[src/rtl/ball_split_scheduler_if.sv]
// Hit-request handshake from the collision logic and the shared ball
// configuration bus, bundled so both sides see one consistent view.
interface ball_split_scheduler_if #(
   parameter int NUM_SLOTS = 8
);
   localparam int SW = $clog2(NUM_SLOTS);

   logic                 hitValid;
   logic                 hitReady;
   logic [SW-1:0]        hitSlot;
   logic [10:0]          hitX;
   logic [10:0]          hitY;

   logic                 cfgLoad;
   logic [SW-1:0]        cfgSlot;
   logic [10:0]          cfgX;
   logic [10:0]          cfgY;
   logic signed [15:0]   cfgXspeed;
   logic signed [15:0]   cfgYspeed;
   logic [1:0]           cfgSize;

   modport master (
      output hitValid, hitSlot, hitX, hitY,
      input  hitReady, cfgLoad, cfgSlot, cfgX, cfgY, cfgXspeed, cfgYspeed, cfgSize
   );

   modport slave (
      input  hitValid, hitSlot, hitX, hitY,
      output hitReady, cfgLoad, cfgSlot, cfgX, cfgY, cfgXspeed, cfgYspeed, cfgSize
   );
endinterface

[src/rtl/ball_split_scheduler.sv]
// Ball pool scheduler: spawns the level-start ball, serialises pop/split
// events and reloads ball instances over one shared configuration bus.
module ball_split_scheduler #(
   parameter int NUM_SLOTS    = 8,
   parameter int MAX_SIZE     = 3,
   parameter int SPLIT_XSPEED = 64,
   parameter int SPLIT_YSPEED = -256,
   parameter int LEVEL_X      = 100,
   parameter int LEVEL_Y      = 100,
   parameter int LEVEL_XSPEED = 64,
   parameter int LEVEL_YSPEED = 0
) (
   input  logic                   clk,
   input  logic                   resetN,
   input  logic                   levelStart,
   ball_split_scheduler_if.slave  bus,
   output logic [NUM_SLOTS-1:0]   slotActive,
   output logic                   allCleared,
   output logic                   overflow
);
   localparam int SW = $clog2(NUM_SLOTS);

   localparam logic signed [15:0] XS_POS  = 16'(SPLIT_XSPEED);
   localparam logic signed [15:0] XS_NEG  = 16'(-SPLIT_XSPEED);
   localparam logic signed [15:0] YS      = 16'(SPLIT_YSPEED);
   localparam logic signed [15:0] LVL_XS  = 16'(LEVEL_XSPEED);
   localparam logic signed [15:0] LVL_YS  = 16'(LEVEL_YSPEED);

   typedef enum logic [2:0] {IDLE, LVL_INIT, SPLIT_L, SPLIT_R, CHECK} state_t;

   state_t                         state_reg, state_next;
   logic [NUM_SLOTS-1:0]           active_reg, active_next;
   logic [NUM_SLOTS-1:0][1:0]      size_reg, size_next;
   logic                           pending_reg, pending_next;
   logic                           overflow_reg, overflow_next;

   // The cfg registers double as the latch for the split in progress.
   logic                           cfg_load_reg, cfg_load_next;
   logic [SW-1:0]                  cfg_slot_reg, cfg_slot_next;
   logic [10:0]                    cfg_x_reg, cfg_x_next;
   logic [10:0]                    cfg_y_reg, cfg_y_next;
   logic signed [15:0]             cfg_xs_reg, cfg_xs_next;
   logic signed [15:0]             cfg_ys_reg, cfg_ys_next;
   logic [1:0]                     cfg_size_reg, cfg_size_next;

   logic                           hit_ready;
   logic [NUM_SLOTS-1:0]           occupied;
   logic                           free_found;
   logic [SW-1:0]                  free_idx;

   assign hit_ready = (state_reg == IDLE) && !levelStart && !pending_reg;

   // Right child search treats the left child's slot as already re-activated.
   assign occupied = active_reg | (NUM_SLOTS'(1) << cfg_slot_reg);

   always_comb begin
      free_found = 1'b0;
      free_idx   = '0;
      for (int i = NUM_SLOTS - 1; i >= 0; i--) begin
         if (!occupied[i]) begin
            free_found = 1'b1;
            free_idx   = SW'(i);
         end
      end
   end

   always_comb begin
      state_next    = state_reg;
      active_next   = active_reg;
      size_next     = size_reg;
      pending_next  = pending_reg;
      overflow_next = overflow_reg;
      cfg_load_next = 1'b0;
      cfg_slot_next = cfg_slot_reg;
      cfg_x_next    = cfg_x_reg;
      cfg_y_next    = cfg_y_reg;
      cfg_xs_next   = cfg_xs_reg;
      cfg_ys_next   = cfg_ys_reg;
      cfg_size_next = cfg_size_reg;

      case (state_reg)
         IDLE: begin
            if (levelStart || pending_reg) begin
               state_next    = LVL_INIT;
               cfg_load_next = 1'b1;
               cfg_slot_next = '0;
               cfg_x_next    = 11'(LEVEL_X);
               cfg_y_next    = 11'(LEVEL_Y);
               cfg_xs_next   = LVL_XS;
               cfg_ys_next   = LVL_YS;
               cfg_size_next = 2'(MAX_SIZE);
            end else if (bus.hitValid && active_reg[bus.hitSlot]) begin
               active_next[bus.hitSlot] = 1'b0;
               if (size_reg[bus.hitSlot] == 2'd0) begin
                  state_next = CHECK;
               end else begin
                  state_next    = SPLIT_L;
                  cfg_load_next = 1'b1;
                  cfg_slot_next = bus.hitSlot;
                  cfg_x_next    = bus.hitX;
                  cfg_y_next    = bus.hitY;
                  cfg_xs_next   = XS_NEG;
                  cfg_ys_next   = YS;
                  cfg_size_next = size_reg[bus.hitSlot] - 2'd1;
               end
            end
         end
         LVL_INIT: begin
            active_next    = NUM_SLOTS'(1);
            size_next      = '0;
            size_next[0]   = 2'(MAX_SIZE);
            overflow_next  = 1'b0;
            pending_next   = 1'b0;
            state_next     = IDLE;
         end
         SPLIT_L: begin
            active_next[cfg_slot_reg] = 1'b1;
            size_next[cfg_slot_reg]   = cfg_size_reg;
            if (free_found) begin
               cfg_load_next = 1'b1;
               cfg_slot_next = free_idx;
               cfg_xs_next   = XS_POS;
            end
            state_next = SPLIT_R;
         end
         SPLIT_R: begin
            if (cfg_load_reg) begin
               active_next[cfg_slot_reg] = 1'b1;
               size_next[cfg_slot_reg]   = cfg_size_reg;
            end else begin
               overflow_next = 1'b1;
            end
            state_next = CHECK;
         end
         CHECK:   state_next = IDLE;
         default: state_next = IDLE;
      endcase

      // A level start arriving mid-sequence waits for the next IDLE cycle.
      if (state_reg != IDLE && levelStart) begin
         pending_next = 1'b1;
      end
   end

   always_ff @(posedge clk or negedge resetN) begin
      if (!resetN) begin
         state_reg    <= IDLE;
         active_reg   <= '0;
         size_reg     <= '0;
         pending_reg  <= 1'b0;
         overflow_reg <= 1'b0;
         cfg_load_reg <= 1'b0;
         cfg_slot_reg <= '0;
         cfg_x_reg    <= '0;
         cfg_y_reg    <= '0;
         cfg_xs_reg   <= '0;
         cfg_ys_reg   <= '0;
         cfg_size_reg <= '0;
      end else begin
         state_reg    <= state_next;
         active_reg   <= active_next;
         size_reg     <= size_next;
         pending_reg  <= pending_next;
         overflow_reg <= overflow_next;
         cfg_load_reg <= cfg_load_next;
         cfg_slot_reg <= cfg_slot_next;
         cfg_x_reg    <= cfg_x_next;
         cfg_y_reg    <= cfg_y_next;
         cfg_xs_reg   <= cfg_xs_next;
         cfg_ys_reg   <= cfg_ys_next;
         cfg_size_reg <= cfg_size_next;
      end
   end

   assign bus.hitReady  = hit_ready;
   assign bus.cfgLoad   = cfg_load_reg;
   assign bus.cfgSlot   = cfg_slot_reg;
   assign bus.cfgX      = cfg_x_reg;
   assign bus.cfgY      = cfg_y_reg;
   assign bus.cfgXspeed = cfg_xs_reg;
   assign bus.cfgYspeed = cfg_ys_reg;
   assign bus.cfgSize   = cfg_size_reg;
   assign slotActive    = active_reg;
   assign allCleared    = (state_reg == CHECK) && (active_reg == '0);
   assign overflow      = overflow_reg;
endmodule

[src/flat_wrapper.sv]
// flat-port wrapper written by rule: the top's interface ports become plain ports
module ball_split_scheduler_flat 
#(
   parameter int NUM_SLOTS    = 8,
   parameter int MAX_SIZE     = 3,
   parameter int SPLIT_XSPEED = 64,
   parameter int SPLIT_YSPEED = -256,
   parameter int LEVEL_X      = 100,
   parameter int LEVEL_Y      = 100,
   parameter int LEVEL_XSPEED = 64,
   parameter int LEVEL_YSPEED = 0
)
  (clk, resetN, levelStart, slotActive, allCleared, overflow, bus_hitValid, bus_hitSlot, bus_hitX, bus_hitY, bus_hitReady, bus_cfgLoad, bus_cfgSlot, bus_cfgX, bus_cfgY, bus_cfgXspeed, bus_cfgYspeed, bus_cfgSize);
  ball_split_scheduler_if #(.NUM_SLOTS(NUM_SLOTS)) bus_i ();
  input  logic clk;
  input  logic resetN;
  input  logic levelStart;
  output logic [NUM_SLOTS-1:0] slotActive;
  output logic allCleared;
  output logic overflow;
  input wire logic [$bits(bus_i.hitValid)-1:0] bus_hitValid;
  input wire logic [$bits(bus_i.hitSlot)-1:0] bus_hitSlot;
  input wire logic [$bits(bus_i.hitX)-1:0] bus_hitX;
  input wire logic [$bits(bus_i.hitY)-1:0] bus_hitY;
  output wire logic [$bits(bus_i.hitReady)-1:0] bus_hitReady;
  output wire logic [$bits(bus_i.cfgLoad)-1:0] bus_cfgLoad;
  output wire logic [$bits(bus_i.cfgSlot)-1:0] bus_cfgSlot;
  output wire logic [$bits(bus_i.cfgX)-1:0] bus_cfgX;
  output wire logic [$bits(bus_i.cfgY)-1:0] bus_cfgY;
  output wire logic [$bits(bus_i.cfgXspeed)-1:0] bus_cfgXspeed;
  output wire logic [$bits(bus_i.cfgYspeed)-1:0] bus_cfgYspeed;
  output wire logic [$bits(bus_i.cfgSize)-1:0] bus_cfgSize;
  assign bus_i.hitValid = bus_hitValid;
  assign bus_i.hitSlot = bus_hitSlot;
  assign bus_i.hitX = bus_hitX;
  assign bus_i.hitY = bus_hitY;
  assign bus_hitReady = bus_i.hitReady;
  assign bus_cfgLoad = bus_i.cfgLoad;
  assign bus_cfgSlot = bus_i.cfgSlot;
  assign bus_cfgX = bus_i.cfgX;
  assign bus_cfgY = bus_i.cfgY;
  assign bus_cfgXspeed = bus_i.cfgXspeed;
  assign bus_cfgYspeed = bus_i.cfgYspeed;
  assign bus_cfgSize = bus_i.cfgSize;
  ball_split_scheduler #(.NUM_SLOTS(NUM_SLOTS), .MAX_SIZE(MAX_SIZE), .SPLIT_XSPEED(SPLIT_XSPEED), .SPLIT_YSPEED(SPLIT_YSPEED), .LEVEL_X(LEVEL_X), .LEVEL_Y(LEVEL_Y), .LEVEL_XSPEED(LEVEL_XSPEED), .LEVEL_YSPEED(LEVEL_YSPEED)) u_core (.clk(clk), .resetN(resetN), .levelStart(levelStart), .bus(bus_i), .slotActive(slotActive), .allCleared(allCleared), .overflow(overflow));
endmodule
[config.mk]
export PLATFORM = sky130hd
export DESIGN_NAME = ball_split_scheduler_flat
export DESIGN_NICKNAME = d
export VERILOG_FILES = /design/src/rtl/ball_split_scheduler_if.sv /design/src/rtl/ball_split_scheduler.sv /design/src/flat_wrapper.sv
export SDC_FILE = /design/constraint.sdc
export NUM_CORES = 1
export LEC_CHECK = 0
export ABC_AREA = 0
export ABC_CLOCK_PERIOD_IN_PS = 2300
export BUFFER_PORTS_ARGS = -buffer_cell sky130_fd_sc_hd__buf_4
export CORE_MARGIN = 2
export CORE_UTILIZATION = 47
export CTS_CLUSTER_SIZE = 40
export DETAILED_ROUTE_END_ITERATION = 8
export GPL_ROUTABILITY_DRIVEN = 0
export MAX_ROUTING_LAYER = met4
export PLACE_DENSITY = 0.74
export RECOVER_POWER = 50
export SLEW_MARGIN = 20
export SYNTH_ARGS = -nofsm -noshare
export SYNTH_HDL_FRONTEND = slang
export SYNTH_SLANG_ARGS = --single-unit
[constraint.sdc]
create_clock -name clk -period 2.3 [get_ports clk]
set_clock_uncertainty 0.15 [all_clocks]
set_input_delay 0.23 -clock clk [delete_from_list [all_inputs] [get_ports clk]]
set_output_delay 0.23 -clock clk [all_outputs]
set_load 0.05 [all_outputs]
Word level (Yosys, flattened, before mapping)

Cells that the tools add are included.

Register bits after elaboration: 89
Input bits: 29
Output and inout port bits: 71
Logic and storage cells: 134

$add $sub $neg: 1
Magnitude comparators: 4
Equal/unequal tests: 12
Shift operators: 1
Mux-type cells: 68
Bitwise logic cells: 4
Reductions and logical operators: 25

Operators by type and width:

| cell                                                                   | number |
|---|---|
| 16-bit two-way mux                                                     | 8 |
| 11-bit two-way mux                                                     | 6 |
| 16-bit one-hot mux with 3 select lines                                 | 1 |
| 3-bit two-way mux                                                      | 15 |
| 16-bit one-hot mux with 2 select lines                                 | 1 |
| 8-bit one-hot mux with 4 select lines                                  | 1 |
| 8-bit two-way mux                                                      | 3 |
| 1-bit two-way mux                                                      | 18 |
| 16-bit bitwise mux                                                     | 1 |
| 8-bit bitwise OR                                                       | 2 |
| 2-bit two-way mux                                                      | 5 |
| 3-bit one-hot mux with 3 select lines                                  | 1 |
| 8-bit bitwise AND                                                      | 1 |
| 8-bit zero test                                                        | 1 |
| 3-bit by 4-bit < comparator with 1-bit output (second input constant)  | 2 |
| 8-bit NOT                                                              | 1 |
| 4-bit AND reduction                                                    | 2 |
| 2-bit nonzero test                                                     | 4 |
| 1-bit by 3-bit left shift with 8-bit output (first input constant)     | 1 |
| 1-bit logical AND                                                      | 7 |
| 2-bit binary-select mux with 3-bit select                              | 1 |
| 1-bit demux with 3-bit select                                          | 2 |
| 2-bit demux with 3-bit select                                          | 1 |
| 3-bit by 2-bit equality test with 1-bit output (second input constant) | 2 |
| 18 further kinds                                                       | 28 |

Logic depth before layout (Yosys ltp)

Depth in word-level cells: 12
Depth in mapped cells: 10

Least setup slack after synthesis

OpenSTA, ideal clock, no wires.

Path kind: register to output
Start point: register u_core.active_reg[5], in the netlist u_core.slotActive[5]
End point: output port allCleared
Data arrival time: 2.561 ns
Data required time: 1.920 ns
Slack: -0.641 ns
Cell stages (with the launch flop): 5
Buffers on the path: 1
Cells stage by stage: dfrtp_1 clkbuf_2 nor4_1 nand2_1 nor4_1

Longest elaborated chain between the ends: 2

RTL lines:

| what                   | RTL line                    | RTL |
|---|---|---|
| start, declared        | ball_split_scheduler.sv:32  | `logic [NUM_SLOTS-1:0] active_reg, active_next;` |
| start signal, assigned | ball_split_scheduler.sv:161 | `active_reg <= active_next;` |
| 8-bit zero test        | ball_split_scheduler.sv:184 | `assign allCleared = (state_reg == CHECK) && (active_reg == '0);` |
| 1-bit logical AND      | ball_split_scheduler.sv:184 |  |
| end, declared          | flat_wrapper.sv:19          | `output logic allCleared;` |

Every way passes these cells.

Worst setup path in the final report

Start point: register u_core.cfg_slot_reg[1], in the netlist u_core.bus.cfgSlot[1]
End point: register u_core.cfg_slot_reg[1], in the netlist u_core.bus.cfgSlot[1]

Longest elaborated chain between the ends: 12
Elaborated cells between the ends (all ways): 22

RTL lines:

| what                                                                                                  | RTL line                    | RTL |
|---|---|---|
| start, declared                                                                                       | ball_split_scheduler.sv:39  | `logic [SW-1:0] cfg_slot_reg, cfg_slot_next;` |
| start signal, assigned                                                                                | ball_split_scheduler.sv:166 | `cfg_slot_reg <= cfg_slot_next;` |
| 1-bit by 3-bit left shift with 8-bit output *                                                         | ball_split_scheduler.sv:54  | `assign occupied = active_reg \| (NUM_SLOTS'(1) << cfg_slot_reg);` |
| 8-bit bitwise OR *                                                                                    | ball_split_scheduler.sv:54  |  |
| 1-bit two-way mux / 3-bit two-way mux (equally long branches) (8 in series)                           | ball_split_scheduler.sv:60  | `if (!occupied[i]) begin` |
| 2-bit by 1-bit != test with 1-bit output (no source line) / 3-bit two-way mux (equally long branches) | -                           |  |
| 4-bit AND reduction (no source line) / 3-bit one-hot mux with 2 select lines (equally long branches)  | -                           |  |

Mark *: on every way between the ends. The rest lies on a longest branch, timed or not. The select of a mux whose other input is x is not followed.
A chain may end at the register's enable or synchronous reset.

==> metrics list <==
- Worst setup EP type: flop
* Highest routing layer actually used: met4
* FF-to-FF setup slack: 80 ps
- In the final routed layout, each cell accounts on average for approximately 17 um.
- The flow ran to the end, and the final reports show no timing, DRC or antenna violations.
- Unrepaired setup endpoints after global routing: no
* Clock sinks: 60
* DRC violation total after the first TritonRoute iteration: between 200 and 300
- Number of antenna violations at the first check in global routing: 0
* Vias per cell: 5.53
- The initialized floorplan defines 30 standard-cell rows.
- Capturing instance or port of the critical path: u_core.bus.cfgSlot[1]
- Count of fill cells added during filler insertion: between 500 and 600
- Entering global routing, the biggest net connects 61 pins.
- After detailed routing, the number of remaining DRC violations is 0.
- The routed design uses roughly 530 um of met3 wire.
- Worst slack on hold paths: around 45 ps
* Vias in the first global route: ~2800
* Tmin final: around 2200 ps
- Share of flip-flops with an asynchronous set or reset after synthesis: 100%
- The share of total power dissipated in the clock network is a little under a fifth.
* Fraction of power spent switching nets: between 40% and 50%
- In the final routing, the length of wire on met1 measures ~3800 um.
- Per report_power, the combinational group accounts for between 40% and 50% of the total.
- Internal power: 2.39 mW
- Die Y: around 89 um
- Power per unit of standard cell area: between 1000 and 1500 nW/um^2
- In this run the critical register-to-register path is captured at u_core.bus.cfgSlot[1].
* Aggregate routed wire length: about 9100 um
- Sequential elements use 44.6% of the synthesized area.
* First drt pass iteration count: 5
- Share of power burned in registers: 31.7%
- Sorting the synthesized cells by area gives the leading types as sky130_fd_sc_hd__dfrtp_1 (45%), sky130_fd_sc_hd__buf_4 (6.9%), sky130_fd_sc_hd__a22o_1 (4.9%), sky130_fd_sc_hd__o21ai_0 (3.7%), sky130_fd_sc_hd__nand2_1 (3.3%).
* Launch instance of the worst register-to-register path: u_core.bus.cfgSlot[1]
* Share of the synthesized area in the top cell type: around 45%
- For this run, the number of standard cells in the final layout without fillers is 534.
- Largest buffer count on any clock path: 2
- Clock latency at the later pin of the worst-skew pair: between 300 and 400 ps
- Of all nets on the critical path, the largest fanout is 9.
- Overall fraction of global-route tracks in use: 24.4%
- The worst setup path is launched from a flop.
* Count of nets left with antenna violations after detail routing: 0
* Startpoint of the most critical setup path: u_core.bus.cfgSlot[1]
- Cells with a size suffix above 1 make up 30.1% of the layout.
- Data arrival time of the critical path: ~2300 ps
- Yosys printed 0 warnings.
- Clock tree from TritonCTS: built
* Layout Nets: ~460
- Worst-case headroom to the max-slew limit: under 10%
- Based on the critical path, the design can be clocked at up to 450 MHz.
* Count of unique library cells instantiated by Yosys: 57
- The H-tree was split into 3 levels.
- Global routing finished with a remaining overflow of 0.
- Area of the mapped netlist: around 3400 um^2
* Number of synthesized register bits: 60
- Period utilisation layout: ~97%
- Maximum vdd ir drop: about 0.65 mV
- Counting tap cells, the placed design contains a total of a little under 500 instances.
- Starting density of the core: between 40% and 50%
* Setup-violating endpoint count in the final report: 0
* Final std cell area, no fill: about 4300 um^2
- Wire length of the first global-routing pass: between 10000 and 15000 um
- Leading cell types in the layout, fill and taps excluded: sky130_fd_sc_hd__buf_4 (79), sky130_fd_sc_hd__dfrtp_1 (49), sky130_fd_sc_hd__nand2_1 (30), sky130_fd_sc_hd__clkbuf_1 (26), sky130_fd_sc_hd__o21ai_0 (25)
* Number of input and output port buffers inserted: 85
* Total CTS buffers: 9
- The critical path in this run is classified as reg -> reg.
* Number of enable flip-flop cells after synthesis: 0
* Dpl cell area: ~4000 um^2
- Layout-stage area growth over the synthesis result: 29.1%
- IO Count: 100
- Worst endpoint required time: about 2400 ps
- 0 antenna diodes ended up in the layout.
- Total via count after detailed routing: 2955
* Mapped Avg Cell Area: ~10 um^2
- Clock Tree Root: sky130_fd_sc_hd__clkbuf_8
- The register with the most flip-flops in the layout has 16 of them.
- Worst reg-to-reg path cell count: 6
- Final Hold Fails: 0
- Most frequent standard cell in the layout excluding fill and tap cells: sky130_fd_sc_hd__buf_4
* Die width: 88.7 um
- Clock-pin transition on the worst setup and hold timing paths: 70 ps
* Placeable core region: ~6900 um^2
- The die covers 7860 um^2.
- Half-perimeter wire length after placement: roughly 6100 um
- In this run the static leakage power is 1.93 nW.
* Number of cells produced by synthesis: 332
* Count of maximum capacitance violations: 0
- Post-synth top area cell: sky130_fd_sc_hd__dfrtp_1
* Transition time at the pin with the least slew margin: 1430 ps
* Number of max-slew violations in the final report: 0
- Switch Pwr: between 2 and 2.5 mW
* Flip-flop cell with the highest count after synthesis: sky130_fd_sc_hd__dfrtp_1
- Wire segments on met2 add up to roughly 4500 um in the final route.
- The path class of the tightest hold or removal check is in -> reg.
[timing repair]
| action | CTS | global route |
|---|---|---|
| resized for setup | 0 | 7 |
| setup buffers | 1 | 5 |
| setup endpoints to repair | 2 | 30 |
| pin swaps | 1 | 2 |
| endpoints found under the hold margin | 82 | 0 |
| hold buffers | 23 | 0 |
[cells in the mapped netlist (2+ instances only)]
| cell | instances |
|---|---|
| sky130_fd_sc_hd__and3_1 | 2 |
| sky130_fd_sc_hd__o21a_1 | 2 |
| sky130_fd_sc_hd__nor4_1 | 3 |
| sky130_fd_sc_hd__nand2b_1 | 6 |
| sky130_fd_sc_hd__a22o_1 | 19 |
| sky130_fd_sc_hd__buf_6 | 4 |
| sky130_fd_sc_hd__buf_2 | 9 |
| sky130_fd_sc_hd__mux2_4 | 2 |
| sky130_fd_sc_hd__nand2_1 | 30 |
| sky130_fd_sc_hd__mux4_2 | 4 |
| sky130_fd_sc_hd__o22a_1 | 9 |
| sky130_fd_sc_hd__nand3_1 | 4 |
| sky130_fd_sc_hd__dfrtp_1 | 60 |
| sky130_fd_sc_hd__buf_4 | 31 |
| sky130_fd_sc_hd__inv_1 | 6 |
| sky130_fd_sc_hd__clkbuf_2 | 2 |
| sky130_fd_sc_hd__clkbuf_1 | 6 |
| sky130_fd_sc_hd__mux2_1 | 3 |
| sky130_fd_sc_hd__mux2i_1 | 6 |
| sky130_fd_sc_hd__and2_1 | 3 |
| sky130_fd_sc_hd__or3_1 | 2 |
| sky130_fd_sc_hd__a22oi_1 | 5 |
| sky130_fd_sc_hd__a32o_1 | 2 |
| sky130_fd_sc_hd__a21oi_1 | 14 |
| sky130_fd_sc_hd__nor2b_1 | 5 |
| sky130_fd_sc_hd__nor2_1 | 18 |
| sky130_fd_sc_hd__a21o_1 | 2 |
| sky130_fd_sc_hd__a211o_1 | 2 |
| sky130_fd_sc_hd__and3b_1 | 2 |
| sky130_fd_sc_hd__o22ai_1 | 2 |
| sky130_fd_sc_hd__a31oi_1 | 12 |
| sky130_fd_sc_hd__nor3_1 | 5 |
| sky130_fd_sc_hd__o31ai_1 | 2 |
| sky130_fd_sc_hd__o21ai_0 | 25 |
[metrics by stage]
step,util (%),setup TNS [ps],power (mW),setup WS (ps)
floorplan,-,0,3.09,1.43
global placement,57.7,-2.95,3.62,-2.95
detailed placement,57.7,-697,3.65,-54.5
CTS,63.7,0,4.55,5.82
global route,63.3,0,4.81,12.8
finish,63.3,0,4.56,76.9
[power groups by stage]
| stage | registers (mW) | logic, mW | clock network, mW |
|---|---|---|---|
| 5_1_grt | 1.47 | 2.42 | 0.912 |
| 6_report | 1.45 | 2.27 | 0.847 |
| 2_1_floorplan | 1.61 | 1.48 | 0 |
| 3_3_place_gp | 1.46 | 2.16 | 0 |
| 4_1_cts | 1.44 | 2.24 | 0.867 |
| 3_5_place_dp | 1.46 | 2.19 | 0 |
[final cells by class]
type / instances / area, um^2 / share of cell area, %
tap: 96 / 120 / 2.76
clock buffer: 9 / 124 / 2.85
timing repair buffer: 129 / 926 / 21.3
sequential: 60 / 1520 / 34.8
inverter: 7 / 26.3 / 0.604
multi-input combinational: 226 / 1590 / 36.5
clock inverter: 7 / 51.3 / 1.18
[how the worst min path moves through the flow]
stage                           from            endpoint  slack (ps)  depth (start not counted)
final                     levelStart  u_core.pending_reg          50                          3
after global routing      levelStart  u_core.pending_reg          60                          3
after CTS                 levelStart  u_core.pending_reg          40                          3
after detailed placement      resetN  u_core.size_reg[9]         200                          1
after global placement        resetN  u_core.size_reg[4]         190                          1
after floorplan               resetN  u_core.bus.cfgLoad        -220                          0
[routing by layer]
| layer | track usage, % | vias up |
|---|---|---|
| li1 | - | 1372 |
| met1 | 32.8 | 1434 |
| met2 | 37.4 | 127 |
| met3 | 4.20 | 22 |
| met4 | 8.40 | 0 |
| met5 | - | - |
[worst max-delay path, stage by stage, from the launching register on]
cell and delay, ps:
sky130_fd_sc_hd__dfrtp_2 490, sky130_fd_sc_hd__and2b_4 330, sky130_fd_sc_hd__a22oi_1 80, sky130_fd_sc_hd__or4_4 540
sky130_fd_sc_hd__a21oi_4 150, sky130_fd_sc_hd__inv_2 70, sky130_fd_sc_hd__mux2_4 290
[cells by family (layout without fill, tap and decap cells)]
kind of cell | after synthesis | after routing | synth area share [%]
other cells | 1 | 14 | 0.111
flops | 60 | 60 | 44.6
simple gates | 90 | 90 | 14.1
compound gates | 105 | 105 | 22.9
mux | 16 | 16 | 6.68
fa+ha+maj | 1 | 1 | 0.371
buf+inv | 59 | 152 | 11.3
No activity file was read; power rests on OpenSTA's default activity.
